### src/rtl/riscv_pkg.sv
// riscv_pkg: shared RV32M/RV64M multiply/divide encodings and unit states
package riscv_pkg;
  localparam int MDU_NB_OP = 8;
  typedef enum logic [2:0] {
    MD_MUL, MD_MULH, MD_MULHSU, MD_MULHU, MD_DIV, MD_DIVU, MD_REM, MD_REMU
  } md_op_t;
  typedef enum logic [2:0] {IDLE, MUL, DIV, FIX, DONE} mdu_state_t;
endpackage

### src/rtl/mdu_div.sv
// mdu_div: iterative unsigned restoring divider, one quotient bit per cycle
module mdu_div #(
  parameter int XLEN = 32
) (
  input  logic            clk,
  input  logic            reset_n,
  input  logic            start,
  input  logic [XLEN-1:0] dividend,
  input  logic [XLEN-1:0] divisor,
  output logic            done,
  output logic [XLEN-1:0] quotient,
  output logic [XLEN-1:0] remainder
);
  localparam int CW = $clog2(XLEN);
  logic            run_q, run_d;
  logic [CW-1:0]   cnt_q, cnt_d;
  logic [XLEN-1:0] quo_q, quo_d, rem_q, rem_d, dvs_q, dvs_d;
  logic [XLEN:0]   trial, diff;
  always_comb begin
    trial = {rem_q, quo_q[XLEN-1]};
    diff  = trial - {1'b0, dvs_q};
    run_d = run_q;
    cnt_d = cnt_q;
    quo_d = quo_q;
    rem_d = rem_q;
    dvs_d = dvs_q;
    if (start) begin
      run_d = 1'b1;
      cnt_d = CW'(XLEN - 1);
      quo_d = dividend;
      rem_d = '0;
      dvs_d = divisor;
    end else if (run_q) begin
      rem_d = diff[XLEN] ? trial[XLEN-1:0] : diff[XLEN-1:0];
      quo_d = {quo_q[XLEN-2:0], ~diff[XLEN]};
      cnt_d = cnt_q - CW'(1);
      run_d = cnt_q != '0;
    end
  end
  always_ff @(posedge clk or negedge reset_n)
    if (!reset_n) begin
      run_q <= 1'b0;
      cnt_q <= '0;
      quo_q <= '0;
      rem_q <= '0;
      dvs_q <= '0;
    end else begin
      run_q <= run_d;
      cnt_q <= cnt_d;
      quo_q <= quo_d;
      rem_q <= rem_d;
      dvs_q <= dvs_d;
    end
  // high during the cycle that computes the last quotient bit
  assign done      = run_q & (cnt_q == '0);
  assign quotient  = quo_q;
  assign remainder = rem_q;
endmodule

### src/rtl/exe_mdu.sv
// exe_mdu: RV32M/RV64M multiply/divide unit with valid/ready request and result handshakes
module exe_mdu
  import riscv_pkg::*;
#(
  parameter int XLEN    = 32,
  parameter int MUL_LAT = 2
) (
  input  logic            clk,
  input  logic            reset_n,
  input  logic            req_v_i,
  output logic            req_rdy_o,
  input  logic [2:0]      op_i,
  input  logic [XLEN-1:0] rs1_i,
  input  logic [XLEN-1:0] rs2_i,
  input  logic [4:0]      rd_adr_i,
  input  logic            flush_i,
  output logic            res_v_o,
  input  logic            res_rdy_i,
  output logic [XLEN-1:0] res_data_o,
  output logic [4:0]      res_adr_o,
  output logic            busy_o
);
  localparam int CW = 3;
  localparam logic [XLEN-1:0] MIN_NEG = {1'b1, {(XLEN-1){1'b0}}};
  mdu_state_t        state_q, state_d;
  logic [2:0]        op_q, op_d, m_op;
  logic [XLEN-1:0]   rs1_q, rs1_d, rs2_q, rs2_d, res_q, res_d;
  logic [4:0]        rd_q, rd_d, res_adr_q, res_adr_d;
  logic [CW-1:0]     cnt_q, cnt_d;
  logic [XLEN-1:0]   m_a, m_b, mul_res;
  logic [2*XLEN-1:0] ext_a, ext_b, prod;
  logic              acc, sgn_i, neg_a, neg_b, div_zero, div_ovf, div_start, div_done;
  logic              sgn_q, q_neg, r_neg;
  logic [XLEN-1:0]   a_mag, b_mag, quick_res, quo, rem, fix_res;
  assign req_rdy_o  = (state_q == IDLE) & ~flush_i;
  assign acc        = req_v_i & req_rdy_o;
  assign res_v_o    = state_q == DONE;
  assign busy_o     = state_q != IDLE;
  assign res_data_o = res_q;
  assign res_adr_o  = res_adr_q;
  // with MUL_LAT = 1 the product is taken straight from the request operands
  always_comb begin
    m_op    = state_q == IDLE ? op_i : op_q;
    m_a     = state_q == IDLE ? rs1_i : rs1_q;
    m_b     = state_q == IDLE ? rs2_i : rs2_q;
    ext_a   = {{XLEN{(m_op == MD_MULH || m_op == MD_MULHSU) & m_a[XLEN-1]}}, m_a};
    ext_b   = {{XLEN{(m_op == MD_MULH) & m_b[XLEN-1]}}, m_b};
    prod    = ext_a * ext_b;
    mul_res = m_op == MD_MUL ? prod[XLEN-1:0] : prod[2*XLEN-1:XLEN];
  end
  always_comb begin
    sgn_i     = ~op_i[0];
    neg_a     = sgn_i & rs1_i[XLEN-1];
    neg_b     = sgn_i & rs2_i[XLEN-1];
    a_mag     = neg_a ? -rs1_i : rs1_i;
    b_mag     = neg_b ? -rs2_i : rs2_i;
    div_zero  = ~|rs2_i;
    div_ovf   = sgn_i & (rs1_i == MIN_NEG) & (&rs2_i);
    quick_res = div_zero ? (op_i[1] ? rs1_i : '1) : (op_i[1] ? '0 : rs1_i);
    sgn_q     = ~op_q[0];
    q_neg     = sgn_q & (rs1_q[XLEN-1] ^ rs2_q[XLEN-1]);
    r_neg     = sgn_q & rs1_q[XLEN-1];
    fix_res   = op_q[1] ? (r_neg ? -rem : rem) : (q_neg ? -quo : quo);
  end
  mdu_div #(.XLEN(XLEN)) u_div (
    .clk      (clk),
    .reset_n  (reset_n),
    .start    (div_start),
    .dividend (a_mag),
    .divisor  (b_mag),
    .done     (div_done),
    .quotient (quo),
    .remainder(rem)
  );
  always_comb begin
    state_d   = state_q;
    op_d      = op_q;
    rs1_d     = rs1_q;
    rs2_d     = rs2_q;
    rd_d      = rd_q;
    cnt_d     = cnt_q;
    res_d     = res_q;
    res_adr_d = res_adr_q;
    div_start = 1'b0;
    case (state_q)
      IDLE: if (acc) begin
        op_d  = op_i;
        rs1_d = rs1_i;
        rs2_d = rs2_i;
        rd_d  = rd_adr_i;
        if (!op_i[2]) begin
          if (MUL_LAT == 1) begin
            state_d   = DONE;
            res_d     = mul_res;
            res_adr_d = rd_adr_i;
          end else begin
            state_d = MUL;
            cnt_d   = CW'(MUL_LAT - 1);
          end
        end else if (div_zero || div_ovf) begin
          state_d   = DONE;
          res_d     = quick_res;
          res_adr_d = rd_adr_i;
        end else begin
          state_d   = DIV;
          div_start = 1'b1;
        end
      end
      MUL: begin
        cnt_d = cnt_q - CW'(1);
        if (cnt_q == CW'(1)) begin
          state_d   = DONE;
          res_d     = mul_res;
          res_adr_d = rd_q;
        end
      end
      DIV:  state_d = div_done ? FIX : DIV;
      FIX: begin
        state_d   = DONE;
        res_d     = fix_res;
        res_adr_d = rd_q;
      end
      DONE: state_d = res_rdy_i ? IDLE : DONE;
      default: state_d = IDLE;
    endcase
    // a flush never lets a half-finished result reach the outputs
    if (flush_i) begin
      state_d   = IDLE;
      cnt_d     = '0;
      res_d     = res_q;
      res_adr_d = res_adr_q;
    end
  end
  always_ff @(posedge clk or negedge reset_n)
    if (!reset_n) begin
      state_q   <= IDLE;
      op_q      <= '0;
      rs1_q     <= '0;
      rs2_q     <= '0;
      rd_q      <= '0;
      cnt_q     <= '0;
      res_q     <= '0;
      res_adr_q <= '0;
    end else begin
      state_q   <= state_d;
      op_q      <= op_d;
      rs1_q     <= rs1_d;
      rs2_q     <= rs2_d;
      rd_q      <= rd_d;
      cnt_q     <= cnt_d;
      res_q     <= res_d;
      res_adr_q <= res_adr_d;
    end
endmodule

### config.mk
export PLATFORM = sky130hd
export DESIGN_NAME = exe_mdu
export DESIGN_NICKNAME = d
export VERILOG_FILES = /design/src/rtl/riscv_pkg.sv /design/src/rtl/mdu_div.sv /design/src/rtl/exe_mdu.sv
export SDC_FILE = /design/constraint.sdc
export NUM_CORES = 2
export LEC_CHECK = 0
export CORE_ASPECT_RATIO = 1.75
export CORE_MARGIN = 5
export CORE_UTILIZATION = 65
export CTS_CLUSTER_SIZE = 30
export DETAILED_ROUTE_END_ITERATION = 10
export GPL_ROUTABILITY_DRIVEN = 0
export GPL_TIMING_DRIVEN = 0
export PLACE_DENSITY = 0.82
export SYNTH_ARGS = -nofsm -noshare
export SYNTH_HDL_FRONTEND = slang
export SYNTH_SLANG_ARGS = --single-unit
### constraint.sdc
create_clock -name clk -period 11.34 [get_ports clk]
set_input_delay 1.701 -clock clk [delete_from_list [all_inputs] [get_ports clk]]
set_output_delay 1.701 -clock clk [all_outputs]
set_load 0.02 [all_outputs]
==> metrics.txt, run 1 <==
post-synthesis compound-gate area fraction=8.293%; WEP type=register input; FF+latch count, synth=about 220; die height=slightly below 400 µm; Yosys top cell area share=42.39%; Err=[ERROR GRT-0232] Routing congestion too high. Check the congestion heatmap in the GUI.; TritonCTS buffer count=21; area leader, netlist=fa_1; failing step=global routing; dominant synthesized flop cell=dfrtp_1; cell count after synthesis=approximately 6200; syn avg cell area=around 8.6 µm²; Tot GR Track Use=57.29%; most common cell in the netlist=inv_1; Mapped Nets=roughly 7600; H-tree depth=1; Synth Area in Simple Gates=around 15%; Synth Area in XOR/XNOR=under 10%; Row Count=around 140; placed inst area=~56000 µm²; largest net degree at the start of global routing=roughly 110; Synth Warn #=0; Synth cell types=82; Adder-Cell Fraction of Synth Area=between 40% and 50%; GRT overflow=6; Seq/Total Area, Yosys=between 10% and 20%; Post-Synthesis Cell Area=roughly 53000 µm²; worst_ep grt=res_data_o[5]$_DFFE_PN0P_/D; PortBufs=84; largest family of logic cells by synthesized area=adder cells; synth cell count leaders=inv_1, nand2_1, fa_1, nor2_1, clkbuf_1; Die X=roughly 230 µm; I/O Pins=roughly 120; CTS Root Cell=clkbuf_16; Post-synth EDFFs=0; Initial Util=between 60% and 70%; HPWL after detailed placement=between 150 and 200 mm; status=aborted with a tool error; # clock sinks=roughly 220; Synth area leaders=fa_1, dfrtp_1, inv_1; Async S/R FF share, synth=100.0%; multiplexer share of the synthesized area=3.186%; Post-CTS Hold Fix Bufs=0; Max Buffers Root-to-Sink=3
-- timing repair --
action | 4_1_cts
endpoints found under the setup margin | 32
hold endpoints to repair | 0
pin swaps | 2
resized for setup | 75
setup buffers | 6
-- kinds of logic after synthesis --
logic type	count (synthesis)
flip-flops	217
buffers and inverters	1590
AO/OA/AOI/OAI	715
AND/OR/NAND/NOR	1893
adder cells (fa/ha/maj)	1402
multiplexers	160
XOR/XNOR	216
-- layer usage --
layer | track usage, % | GRT overflow
met2 | 78.23 | 3
met5 | 13.70 | 0
met4 | 56.70 | 2
met1 | 54.55 | 0
met3 | 38.53 | 1
-- metrics by stage --
step	util [%]	worst slack [ns]	std cells	hold slack, ns	setup TNS [ns]
2_1_floorplan	-	0.9667	6193	0.4498	0
3_3_place_gp	68.33	-2.156	7327	0.4642	-219.36
3_5_place_dp	68.60	-2.280	7340	0.4716	-38.62
4_1_cts	69.79	0.03824	7380	0.4860	0
==> inputs of run 2 (changes only) <==
--- a/config.mk
+++ b/config.mk
@@ -5,14 +5,12 @@
 export SDC_FILE = /design/constraint.sdc
 export NUM_CORES = 2
 export LEC_CHECK = 0
-export CORE_ASPECT_RATIO = 1.75
 export CORE_MARGIN = 5
-export CORE_UTILIZATION = 65
-export CTS_CLUSTER_SIZE = 30
+export CORE_UTILIZATION = 40
 export DETAILED_ROUTE_END_ITERATION = 10
 export GPL_ROUTABILITY_DRIVEN = 0
 export GPL_TIMING_DRIVEN = 0
-export PLACE_DENSITY = 0.82
+export PLACE_DENSITY_LB_ADDON = 0.15
 export SYNTH_ARGS = -nofsm -noshare
 export SYNTH_HDL_FRONTEND = slang
 export SYNTH_SLANG_ARGS = --single-unit
==> metrics.txt, run 2 <==
Max-slew headroom=-14.17%; Row Count=133; drt initial violations=4576; multi-input logic area=roughly 42000 µm²; synth cell count leaders=inv_1, nand2_1, fa_1, nor2_1, clkbuf_1; Max-cap violations=4; most common cell in the netlist=inv_1; vias per cell=5.592; GR Layer Usage met3=~6.3%; worst skew pair latency=roughly 0.60 ns; die height=about 370 µm; Core Region=131800 µm²; syn avg cell area=~8.6 µm²; area leader, netlist=fa_1; area occupied by registers=5430 µm²; dominant synthesized flop cell=dfrtp_1; Worst Hold Class=register to register; largest net degree at the start of global routing=94; CP startpoint kind=register; Post-synth EDFFs=0; Initial Util=between 40 and 50%; Seq/Total Area, Yosys=between 10% and 20%; Tot GR Track Use=a little under a third; Area growth syn-to-layout=9.049%; cell count after synthesis=6193; ANT nets after route=0; Fin. Hold Viols=0; fin worst setup slack=-0.06081 ns; Reg clk slew, reported paths=~0.060 ns; Max Buffers Root-to-Sink=3; clk_skew=about 0.043 ns; worst endpoint required time=about 12 ns; Post-Synthesis Cell Area=~53000 µm²; Util after Layout=around 44%; placed instance count=8045; fin cells=roughly 8100; # clock sinks=approximately 220; initial antenna violation count=18; TritonCTS buffer count=27; crit share post-route=100.5%; Die X=around 370 µm; RSZ-0062 raised after global routing=yes; DRC Markers=0; drt total wl=approximately 220 mm; GRT busiest layer=met2; dpl ws=-2.908 ns; TNS Setup=-0.06081 ns; Mapped Nets=between 7000 and 8000; I/O Pins=117; crit path kind=register to register; Async S/R FF share, synth=100.0%; first-pass GRT wire length=317.7 mm; Worst EP arrival=about 12 ns; Synth area leaders=fa_1, dfrtp_1, inv_1; Final Net Count=roughly 7800; Total Die Area=approximately 140000 µm²; FF+latch count, synth=approximately 220; 1st-pass router iterations=6; CP max-delay cell=mux2i_1; GRT met1 Usage=40.84%; most frequent cell on the critical path=fa_1; vias in the first global route=roughly 46000; HPWL after detailed placement=182.8 mm; Synth Warn #=0; most frequent cells in the layout=inv_1, nand2_1, fa_1; routed vias=45403; PortBufs=84; CTS Root Cell=clkbuf_16; share of cells above drive strength 1=5.417%; CTS tree=done; Slew Limit Fails=29; violated checks=capacitance limit, slew limit, setup timing; Synth cell types=82; H-tree depth=1; fill count=~13000; worst-margin pin slew=between 1.5 and 2 ns; Max Freq=87.71 MHz; most common cell after layout, fill and taps aside=inv_1; Largest stage delay, worst path=1.35 ns; critical path endpoint category=register; GRT overflow=0; routed len/inst=26.95 µm; Yosys top cell area share=around 42%; met2 Usage GRT=a little under half; status=complete, but fails checks; CP Max Fanout=10; final worst path period need=approximately 11 ns; Final setup viols=1
[run 2: cell counts after synthesis]
No cell type changed its count.
[run 2: cell families after synthesis]
| family | share of synthesized area, % |
|---|---|
| simple gates | 14.66 |
| mux | 3.186 |
| buf+inv | 11.30 |
| xor+xnor | 3.583 |
| compound gates | 8.293 |
| fa+ha+maj | 48.77 |
| flops | 10.21 |
[run 2: cell type report]
| cell class | count | area share (%) |
|---|---|---|
| repair buffers | 113 | 2.026 |
| inverters | 1245 | 8.080 |
| diodes | 14 | 0.06041 |
| clock inverters | 10 | 0.3625 |
| well taps | 1755 | 3.786 |
| plain buffers | 339 | 2.546 |
| clock buffers | 40 | 1.370 |
| flip-flops and latches | 217 | 9.364 |
| multi-input cells | 4386 | 72.41 |
[run 2: worst paths after layout]
path / from / to / slack (ns) / depth (start not counted)
min in group asynchronous: reset_n / u_div.dvs_q[25]$_DFFE_PN0P_ / 1.01 / 1
worst max register to register: state_q[0]$_DFFE_PN0P_ / res_data_o[8]$_DFFE_PN0P_ / -0.06 / 30
worst min register to register: u_div.dvs_q[25]$_DFFE_PN0P_ / u_div.dvs_q[25]$_DFFE_PN0P_ / 0.48 / 2
worst min-delay path: u_div.dvs_q[25]$_DFFE_PN0P_ / u_div.dvs_q[25]$_DFFE_PN0P_ / 0.48 / 2
max in group asynchronous: reset_n / rs1_q[28]$_DFFE_PN0P_ / 9.46 / 2
worst max-delay path: state_q[0]$_DFFE_PN0P_ / res_data_o[8]$_DFFE_PN0P_ / -0.06 / 30
[run 2: timing repair]
item	in CTS	in global routing
pin swaps	4	6
setup endpoints to repair	31	23
setup buffers	7	8
gates resized for setup	91	159
hold buffers	0	0
[run 2: routing by layer]
layer,part of all wire [%],vias to the layer above
met5,0.023,-
met4,6.8,10
met3,10,523
met2,45,2361
met1,39,23365
li1,-,19144
[run 2: stage by stage]
stage	cell area [µm²]	hold slack (ns)
global placement	56220	0.4627
detailed placement	56440	0.4703
floorplan	53180	0.4498
global route	57970	0.5148
CTS	57700	0.4846
finish	57990	0.4804
[run 2: worst max-delay path: cells and delay by family, from the launching register on]
kind	cells	cell delay, ns
adders and majority gates	9	4.18
muxes	1	1.35
DFF	1	0.47
buffers and inverters	8	1.68
and+or+nand+nor	2	0.49
xor gates and xnor gates	1	0.25
AOI/OAI and AO/OA	9	2.81
Power of run 2 is left out: the tool's default activity adds up to more than one toggle a clock period on the data nets, which glitch-free logic cannot reach.
